===== src/rtl/gru_pkg.sv =====
// Shared types and fixed-point defaults for the GRU cell and its sequencer.
// Words are signed Q(INT).(FRAC) with an explicit sign bit.
package gru_pkg;

  localparam int INT_WIDTH  = 8;
  localparam int FRAC_WIDTH = 8;
  localparam int WIDTH      = INT_WIDTH + FRAC_WIDTH + 1;

  typedef logic signed [WIDTH-1:0] fixed_t;

  typedef enum logic [1:0] {
    IDLE,
    COMPUTE,
    OUTPUT
  } seq_state_t;

endpackage


===== src/rtl/gru_sequencer.sv =====
// Closes the recurrent loop around the 2x2 gru cell: one accepted beat drives x/h,
// waits out the cell latency, captures y, feeds it back as h and emits it downstream.
module gru_sequencer #(
  parameter int INT_WIDTH   = gru_pkg::INT_WIDTH,
  parameter int FRAC_WIDTH  = gru_pkg::FRAC_WIDTH,
  parameter int WIDTH       = INT_WIDTH + FRAC_WIDTH + 1,
  parameter int GRU_LATENCY = 2,
  parameter int STEP_WIDTH  = 16
) (
  input  logic                    clk,
  input  logic                    reset,
  input  logic                    in_valid,
  output logic                    in_ready,
  input  logic signed [WIDTH-1:0] in_x_0,
  input  logic signed [WIDTH-1:0] in_x_1,
  input  logic                    in_first,
  input  logic                    in_last,
  output logic signed [WIDTH-1:0] gru_x_0_0,
  output logic signed [WIDTH-1:0] gru_x_0_1,
  output logic signed [WIDTH-1:0] gru_h_0_0,
  output logic signed [WIDTH-1:0] gru_h_0_1,
  input  logic signed [WIDTH-1:0] gru_y_0_0,
  input  logic signed [WIDTH-1:0] gru_y_0_1,
  output logic                    out_valid,
  input  logic                    out_ready,
  output logic signed [WIDTH-1:0] out_y_0,
  output logic signed [WIDTH-1:0] out_y_1,
  output logic                    out_last,
  output logic [STEP_WIDTH-1:0]   out_step
);

  import gru_pkg::*;

  localparam int              LAT_W    = $clog2(GRU_LATENCY + 1);
  localparam logic [LAT_W-1:0] LAT_INIT = LAT_W'(GRU_LATENCY);

  seq_state_t              state_q, state_d;
  logic [LAT_W-1:0]        lat_cnt_q, lat_cnt_d;
  logic signed [WIDTH-1:0] gru_x0_q, gru_x0_d, gru_x1_q, gru_x1_d;
  logic signed [WIDTH-1:0] gru_h0_q, gru_h0_d, gru_h1_q, gru_h1_d;
  logic signed [WIDTH-1:0] h_state0_q, h_state0_d, h_state1_q, h_state1_d;
  logic signed [WIDTH-1:0] out_y0_q, out_y0_d, out_y1_q, out_y1_d;
  logic                    last_q, last_d;
  logic                    out_last_q, out_last_d;
  logic [STEP_WIDTH-1:0]   step_q, step_d;
  logic [STEP_WIDTH-1:0]   step_next_q, step_next_d;
  logic [STEP_WIDTH-1:0]   out_step_q, out_step_d;

  always_comb begin
    state_d     = state_q;
    lat_cnt_d   = lat_cnt_q;
    gru_x0_d    = gru_x0_q;
    gru_x1_d    = gru_x1_q;
    gru_h0_d    = gru_h0_q;
    gru_h1_d    = gru_h1_q;
    h_state0_d  = h_state0_q;
    h_state1_d  = h_state1_q;
    out_y0_d    = out_y0_q;
    out_y1_d    = out_y1_q;
    last_d      = last_q;
    out_last_d  = out_last_q;
    step_d      = step_q;
    step_next_d = step_next_q;
    out_step_d  = out_step_q;

    case (state_q)
      IDLE: begin
        if (in_valid) begin
          gru_x0_d  = in_x_0;
          gru_x1_d  = in_x_1;
          gru_h0_d  = in_first ? '0 : h_state0_q;
          gru_h1_d  = in_first ? '0 : h_state1_q;
          last_d    = in_last;
          step_d    = in_first ? '0 : step_next_q;
          lat_cnt_d = LAT_INIT;
          state_d   = COMPUTE;
        end
      end
      COMPUTE: begin
        if (lat_cnt_q == '0) begin
          out_y0_d   = gru_y_0_0;
          out_y1_d   = gru_y_0_1;
          h_state0_d = gru_y_0_0;
          h_state1_d = gru_y_0_1;
          out_last_d = last_q;
          out_step_d = step_q;
          state_d    = OUTPUT;
        end else begin
          lat_cnt_d = lat_cnt_q - 1'b1;
        end
      end
      OUTPUT: begin
        if (out_ready) begin
          state_d     = IDLE;
          step_next_d = (&step_q) ? step_q : step_q + 1'b1;
          // Closing a sequence drops the recurrent state so an unflagged next beat starts clean.
          if (last_q) begin
            h_state0_d  = '0;
            h_state1_d  = '0;
            step_next_d = '0;
          end
        end
      end
      default: state_d = IDLE;
    endcase
  end

  always_ff @(posedge clk) begin
    if (!reset) begin
      state_q     <= IDLE;
      lat_cnt_q   <= '0;
      gru_x0_q    <= '0;
      gru_x1_q    <= '0;
      gru_h0_q    <= '0;
      gru_h1_q    <= '0;
      h_state0_q  <= '0;
      h_state1_q  <= '0;
      out_y0_q    <= '0;
      out_y1_q    <= '0;
      last_q      <= 1'b0;
      out_last_q  <= 1'b0;
      step_q      <= '0;
      step_next_q <= '0;
      out_step_q  <= '0;
    end else begin
      state_q     <= state_d;
      lat_cnt_q   <= lat_cnt_d;
      gru_x0_q    <= gru_x0_d;
      gru_x1_q    <= gru_x1_d;
      gru_h0_q    <= gru_h0_d;
      gru_h1_q    <= gru_h1_d;
      h_state0_q  <= h_state0_d;
      h_state1_q  <= h_state1_d;
      out_y0_q    <= out_y0_d;
      out_y1_q    <= out_y1_d;
      last_q      <= last_d;
      out_last_q  <= out_last_d;
      step_q      <= step_d;
      step_next_q <= step_next_d;
      out_step_q  <= out_step_d;
    end
  end

  assign in_ready  = reset && (state_q == IDLE);
  assign out_valid = (state_q == OUTPUT);
  assign gru_x_0_0 = gru_x0_q;
  assign gru_x_0_1 = gru_x1_q;
  assign gru_h_0_0 = gru_h0_q;
  assign gru_h_0_1 = gru_h1_q;
  assign out_y_0   = out_y0_q;
  assign out_y_1   = out_y1_q;
  assign out_last  = out_last_q;
  assign out_step  = out_step_q;

endmodule


===== config.mk =====
export PLATFORM = sky130hd
export DESIGN_NAME = gru_sequencer
export DESIGN_NICKNAME = d
export VERILOG_FILES = /design/src/rtl/gru_pkg.sv /design/src/rtl/gru_sequencer.sv
export SDC_FILE = /design/constraint.sdc
export NUM_CORES = 1
export LEC_CHECK = 0
export BUFFER_PORTS_ARGS = -buffer_cell sky130_fd_sc_hd__clkbuf_2
export CORE_MARGIN = 8
export CORE_UTILIZATION = 56
export DETAILED_ROUTE_END_ITERATION = 10
export PLACE_DENSITY = 0.85
export SETUP_SLACK_MARGIN = 0.15
export SLEW_MARGIN = 20
export SYNTH_ARGS = -nofsm -noshare
export SYNTH_HDL_FRONTEND = slang
export SYNTH_SLANG_ARGS = --single-unit

===== constraint.sdc =====
create_clock -name clk -period 3.1 [get_ports clk]
set_input_delay 0.62 -clock clk [delete_from_list [all_inputs] [get_ports clk]]
set_output_delay 0.62 -clock clk [all_outputs]
set_load 0.01 [all_outputs]

==> results by group, run 1 <==
Status
  • Status: completed

Drt
  • DR vias/cell: 5.26
  • Final wirelength: 18000 um
  • DRT antenna net count: 0
  • Pre-antenna DRT Iters: 6
  • Drt drc: 0
  • Post-DR wirelength/cell: ~15 um
  • Initial DRC Count: 425
  • Via count: 6187

Synthesis
  • Seq cells post-synth: 190
  • Syn Area/Cell: 8.31 um2
  • Mux cell area share after synthesis: 0.431%
  • Synth warnings: 0
  • Unique cell type count in the Yosys netlist: 34
  • Number of flops mapped to enable cells by yosys: 0
  • Post-synth top flop: dfxtp_1
  • Fraction of registers with async set/reset: 0%
  • Xor and xnor area share after synthesis: 1.38%
  • Post-synthesis sequential area ratio: 54.7%
  • Syn Nets: 913
  • Post-Synth Simple-Gate Area: roughly a quarter
  • Compound-Gate Fraction of Synth Area: between 10% and 20%
  • Main combinational cell family by area after synthesis: simple AND/OR/NAND/NOR gates
  • Synth Area in Adders: 0.360%
  • Mapped Cells: approximately 840
  • Mapped Area: 6960 um2

Clock tree
  • CTS tree: built
  • CTS clk-pin slew, worst paths: 0.06 ns
  • H-tree Lvls: 4
  • Postcts setup bufs: 0
  • CTS Buf Count: 17
  • Maximum buffer depth of the clock tree: 2
  • Worst-skew pair later-pin latency: 0.43 ns
  • Hold buffers post-CTS: 0
  • Root Buffer: clkbuf_16
  • PostCTS Resize Cnt: 0
  • CTS Sinks: 190

Hold path
  • HP Class: input port to flop

Finish
  • Most common cell after layout, fill and taps aside: nand2_1
  • Antenna cells: 0
  • Layout cells sized above 1: 23.6%
  • Commonest cells after routing, fill and taps aside: nand2_1, clkbuf_2, dfxtp_1
  • Layout Cells excl Fill: 1177
  • Layout area overhead: 21.8%
  • Nets: 1073

Critical path
  • Peak fanout along the critical path: 27
  • Critical Path Source Type: flop
  • Data required, critical path: 3.44 ns
  • CP cell instances: inv_1 > ha_1 > and3b_2 > a31oi_4 > buf_4 > nand2_1 > a21oi_1
  • Data arrival time of the worst path: 2.38 ns
  • Critical Setup Path Class: flop to flop
  • Max stage delay on crit path: 0.37 ns
  • CP Capture Type: flop
  • Slowest cell on crit path: buf_4

Placed design
  • Post-DP HPWL: 11700 um
  • Placed Cells incl. Taps: 1146
  • PortBufs: 194
  • GP Congestion: 0.766

Floorplan
  • # IOs: ~200
  • Initial Util: ~58%
  • Site Rows: 40
  • Die area: 16200 um2
  • Die height: ~130 um
  • DIE WIDTH: 127 um
  • Core Box Area: 12100 um2

Run
  • Maxcap violations: 0

STA
  • Worst Tran Pin Value: approximately 0.86 ns
  • Post-layout min period: 2.04 ns
  • Slew margin rel.: 42.9%
  • Final Slew Violations: 0
  • Clock skew: 0.00705 ns
  • Period utilization: 66.0%
  • RSZ-0062 raised after global routing: false
  • Final setup violation count: 0
  • Highest Clock Rate: 0.489 GHz
  • Setup TNS: 0 ns
  • Fin. Hold Viols: 0

Power
  • Peak supply drop: 0.524 mV
  • Static leakage: 3.39 nW
  • Final total power: about 5.1 mW
  • PD cells: 599 nW/um2

Global route
  • First-pass GRT wire length: approximately 29000 um
  • Vias in the first global route: about 5.8k
  • Largest net degree at the start of global routing: 176
  • GR Overflow Total: 0
  • Initial antenna violation count: 0
  • GRT Util Overall: 22.1%
[synth_stat cells, types with 2 or more instances]
cell type / n / area share, %
nand2_1: 277 / 15
dfxtp_1: 190 / 55
a21oi_1: 176 / 13
nand3b_1: 51 / 5.5
clkbuf_1: 36 / 1.9
buf_2: 14 / 1.0
o21ai_0: 10 / 0.72
nand3_1: 9 / 0.65
xor2_1: 8 / 1.0
nand4_1: 7 / 0.63
buf_4: 6 / 0.65
and4_1: 5 / 0.63
nand2b_1: 5 / 0.45
o21ai_1: 5 / 0.36
and3_1: 4 / 0.36
nor2_1: 4 / 0.22
buf_1: 3 / 0.16
buf_6: 3 / 0.49
inv_1: 3 / 0.16
mux2i_1: 3 / 0.43
xnor2_1: 3 / 0.38
ha_1: 2 / 0.36
nor2_2: 2 / 0.18
[cell families (layout without fill, tap and decap cells)]
family	Yosys count	after routing
xor gates and xnor gates	11	11
DFF	190	190
muxes	3	3
adders and majority gates	2	2
AOI/OAI and AO/OA	195	195
and+or+nand+nor	371	371
buffers and inverters	65	237
[per-stage QoR]
step	hold WS, ns	worst slack, ns	util [%]	cell area (um2)
after floorplan	0.416	1.55	-	6960
after global placement	0.427	1.12	65.8	7930
after detailed placement	0.432	1.08	65.8	7930
after CTS	0.393	1.05	70.2	8470
after global routing	0.391	0.886	70.2	8470
final	0.409	1.06	70.2	8470
[cell type report]
| type | instances | area, um2 |
|---|---|---|
| Timing Repair Buffer | 203 | 1050 |
| Tap cell | 168 | 210 |
| Fill cell | 1008 | 3590 |
| Sequential cell | 190 | 3800 |
| Inverter | 3 | 13.8 |
| Clock buffer | 24 | 472 |
| Clock inverter | 7 | 63.8 |
| Multi-Input combinational cell | 582 | 2860 |
[power by group]
group	internal (mW)	switching [mW]	total [mW]
clock network	1.14	0.869	2.01
registers	2.53	0.0482	2.58
logic	0.165	0.319	0.484
total	3.84	1.24	5.07
[flip-flops by register name, indices dropped and copies added (netlist names)]
name,cells
gru_h_0_0,17
gru_h_0_1,17
gru_x_0_0,17
gru_x_0_1,17
h_state0_q,17
h_state1_q,17
last_q,1
lat_cnt_q,2
out_last,1
out_step,16
out_y_0,17
out_y_1,17
state_q,2
step_next_q,16
step_q,16
[worst max-delay path, delay by kind of cell, from the launching register on]
family	cells	cell delay, ns
compound gates	2	0.52
fa+ha+maj	1	0.22
buf+inv	2	0.42
flops	1	0.34
simple gates	2	0.45
[metal layers]
metal	global-route usage, %	share of wire (%)	vias to the layer above
met5	0	0	-
met4	8.89	2.1	0
met3	6.95	6.4	27
met2	36.7	50	164
met1	26.1	41	2900
li1	-	-	3096
[final timing paths]
kind / end / cells after the start / start / slack (ns)
max: h_state0_q[15]$_SDFFE_PN0P_ / 7 / lat_cnt_q[0]$_SDFFE_PN0P_ / 1.06
min: gru_x_0_1[4]$_SDFFE_PN0P_ / 3 / in_x_1[4] / 0.41
max reg2reg: h_state0_q[15]$_SDFFE_PN0P_ / 7 / lat_cnt_q[0]$_SDFFE_PN0P_ / 1.06
min reg2reg: step_next_q[2]$_SDFFE_PN0P_ / 2 / step_next_q[2]$_SDFFE_PN0P_ / 0.44
Power figures use the tool's default switching activity.
==> run 2: changes to the inputs <==
- CORE_UTILIZATION: 56 -> 52
- PLACE_DENSITY: 0.85 -> 0.8
- clock period: 3.1 -> 2 ns (I/O delays scaled with it)
==> run 2 against run 1 <==
  * Total power is 66% higher
  * Wire length is 1.5% higher
  * Final area is 2.2% higher
  * Combinational power is 59% higher
  * Critical endpoint is now in_ready
  * First-iteration DRC count is 15% lower
  * Largest power group unchanged
  * Register-to-register slack worse by 0.70 ns
  * Largest cell class unchanged
  * Clock power is 83% higher
  * Highest routed layer unchanged
  * Clock skew is 0.00053 ns higher
==> results by group, run 2 (synthesized netlist as in run 1, its figures left out) <==
Placed design
  • GP Congestion: roughly 0.83
  • Post-DP HPWL: 11900 um
  • Dpl ws: about 0.16 ns
  • PortBufs: 194
  • Placed Cells incl. Taps: ~1.2k

Drt
  • Post-DR wirelength/cell: roughly 15 um
  • Via count: 6199
  • Final wirelength: around 18000 um
  • Initial DRC Count: 363
  • Drt drc: 0
  • DR vias/cell: 5.21
  • Pre-antenna DRT Iters: 5
  • DRT antenna net count: 0

Finish
  • Layout Cells excl Fill: between 1k and 1.5k
  • Layout cells sized above 1: 24.5%
  • Most common cell after layout, fill and taps aside: nand2_1
  • Commonest cells after routing, fill and taps aside: nand2_1, clkbuf_2, dfxtp_1
  • Nets: 1078
  • Layout area overhead: 24.4%
  • Fill cells: 1155
  • Area occupied by multi-input gates: ~2900 um2
  • Antenna cells: 0
  • Register area: ~3800 um2

Critical path
  • Critical R2R Launch: lat_cnt_q[0]$_SDFFE_PN0P_
  • Slowest cell on crit path: dfxtp_1
  • Data arrival time of the worst path: 1.36 ns
  • Worst reg2reg path depth: 7
  • Max stage delay on crit path: 0.38 ns
  • Critical Path Source Type: flop
  • R2r setup slk: 0.36 ns
  • Crit Reg-Reg Endpoint: h_state1_q[10]$_SDFFE_PN0P_
  • CP cell instances: nand2b_1 > nor2_1 > clkbuf_2
  • Peak fanout along the critical path: 7
  • Data required, critical path: 1.60 ns
  • Critical Setup Path Class: flop to primary output
  • CP Capture Type: primary output

Clock tree
  • Root Buffer: clkbuf_16
  • CTS clk-pin slew, worst paths: 0.07 ns
  • Postcts setup bufs: 0
  • Maximum buffer depth of the clock tree: 2
  • Hold buffers post-CTS: 0
  • CTS Buf Count: 17
  • CTS tree: built
  • PostCTS Resize Cnt: 0
  • H-tree Lvls: 4
  • Worst-skew pair later-pin latency: 0.43 ns
  • CTS Sinks: 190

STA
  • Clock skew: 0.00757 ns
  • Period utilization: 88.0%
  • RSZ-0062 raised after global routing: false
  • Setup TNS: 0 ns
  • Hold slack final: between 0.15 and 0.2 ns
  • Post-layout min period: 1.76 ns
  • Final Slew Violations: 0
  • Worst setup margin: 0.240 ns
  • Highest Clock Rate: 0.568 GHz
  • Slew margin rel.: 49.3%
  • Worst Tran Pin Value: around 0.76 ns
  • Fin. Hold Viols: 0
  • Final setup violation count: 0

Global route
  • Initial antenna violation count: 0
  • GRT Util Overall: between 20% and 30%
  • First-pass GRT wire length: between 20000 and 30000 um
  • Largest net degree at the start of global routing: 176
  • Vias in the first global route: about 6.1k
  • GR Overflow Total: 0

Floorplan
  • Site Rows: 42
  • DIE WIDTH: 132 um
  • # IOs: 195
  • Die area: approximately 17000 um2
  • Initial Util: a little over half
  • Die height: around 130 um
  • Core Box Area: 13100 um2

Hold path
  • Worst Hold Depth: 3
  • Hold_sp: in_x_1[1]
  • HP Class: input port to flop
  • WHS Endpoint: gru_x_0_1[1]$_SDFFE_PN0P_

Run
  • Maxcap violations: 0

Power
  • PD cells: 975 nW/um2
  • Static leakage: 3.47 nW
  • Peak supply drop: about 0.7 mV
  • Final total power: 8.44 mW

Status
  • Status: completed
==> run 2: layout make-up <==
type                    instances  area share [%]
clock inverters                 9            2.08
inverters                       3           0.159
well taps                     176            2.54
repair buffers                208            12.7
multi-input cells             582            33.2
clock buffers                  22            5.36
flip-flops and latches        190            44.0
==> run 2: how the worst max path moves through the flow <==
stage | from | endpoint | slack [ns]
5_1_grt | state_q[1]$_SDFFE_PN0P_ | in_ready | 0.19
6_report | state_q[1]$_SDFFE_PN0P_ | in_ready | 0.24
3_5_place_dp | state_q[0]$_SDFFE_PN0P_ | step_next_q[0]$_SDFFE_PN0P_ | 0.16
4_1_cts | state_q[0]$_SDFFE_PN0P_ | step_next_q[9]$_SDFFE_PN0P_ | 0.16
3_3_place_gp | state_q[0]$_SDFFE_PN0P_ | step_next_q[12]$_SDFFE_PN0P_ | 0.25
2_1_floorplan | step_q[0]$_SDFFE_PN0P_ | step_next_q[3]$_SDFFE_PN0P_ | 0.46
==> run 2: report_power, final <==
group / switching, mW / total, mW / internal (mW) / leakage, nW
clock network: 1.39 / 3.67 / 2.29 / 0.311
logic: 0.501 / 0.768 / 0.266 / 1.62
registers: 0.0760 / 4.00 / 3.93 / 1.54
total: 1.96 / 8.44 / 6.48 / 3.47
==> run 2: critical path, delay by kind of cell, from the launching register on <==
family | cells | cell delay (ns)
buffers and inverters | 1 | 0.18
flip-flops | 1 | 0.38
AND/OR/NAND/NOR | 2 | 0.38
==> run 2: routing by layer <==
layer / GRT usage, % / wire length [um] / up-vias
met5: 0 / 0 / -
met4: 7.28 / 333 / 0
met3: 7.16 / 1060 / 27
met2: 35.9 / 8900 / 137
met1: 23.6 / 7920 / 2924
li1: - / - / 3111
==> run 2: stage by stage <==
stage          area (um2)  util (%)
3_5_place_dp         7990      60.8
2_1_floorplan        6960         -
4_1_cts              8640      65.8
3_3_place_gp         7990      60.8
6_report             8660      65.9
5_1_grt              8660      65.9
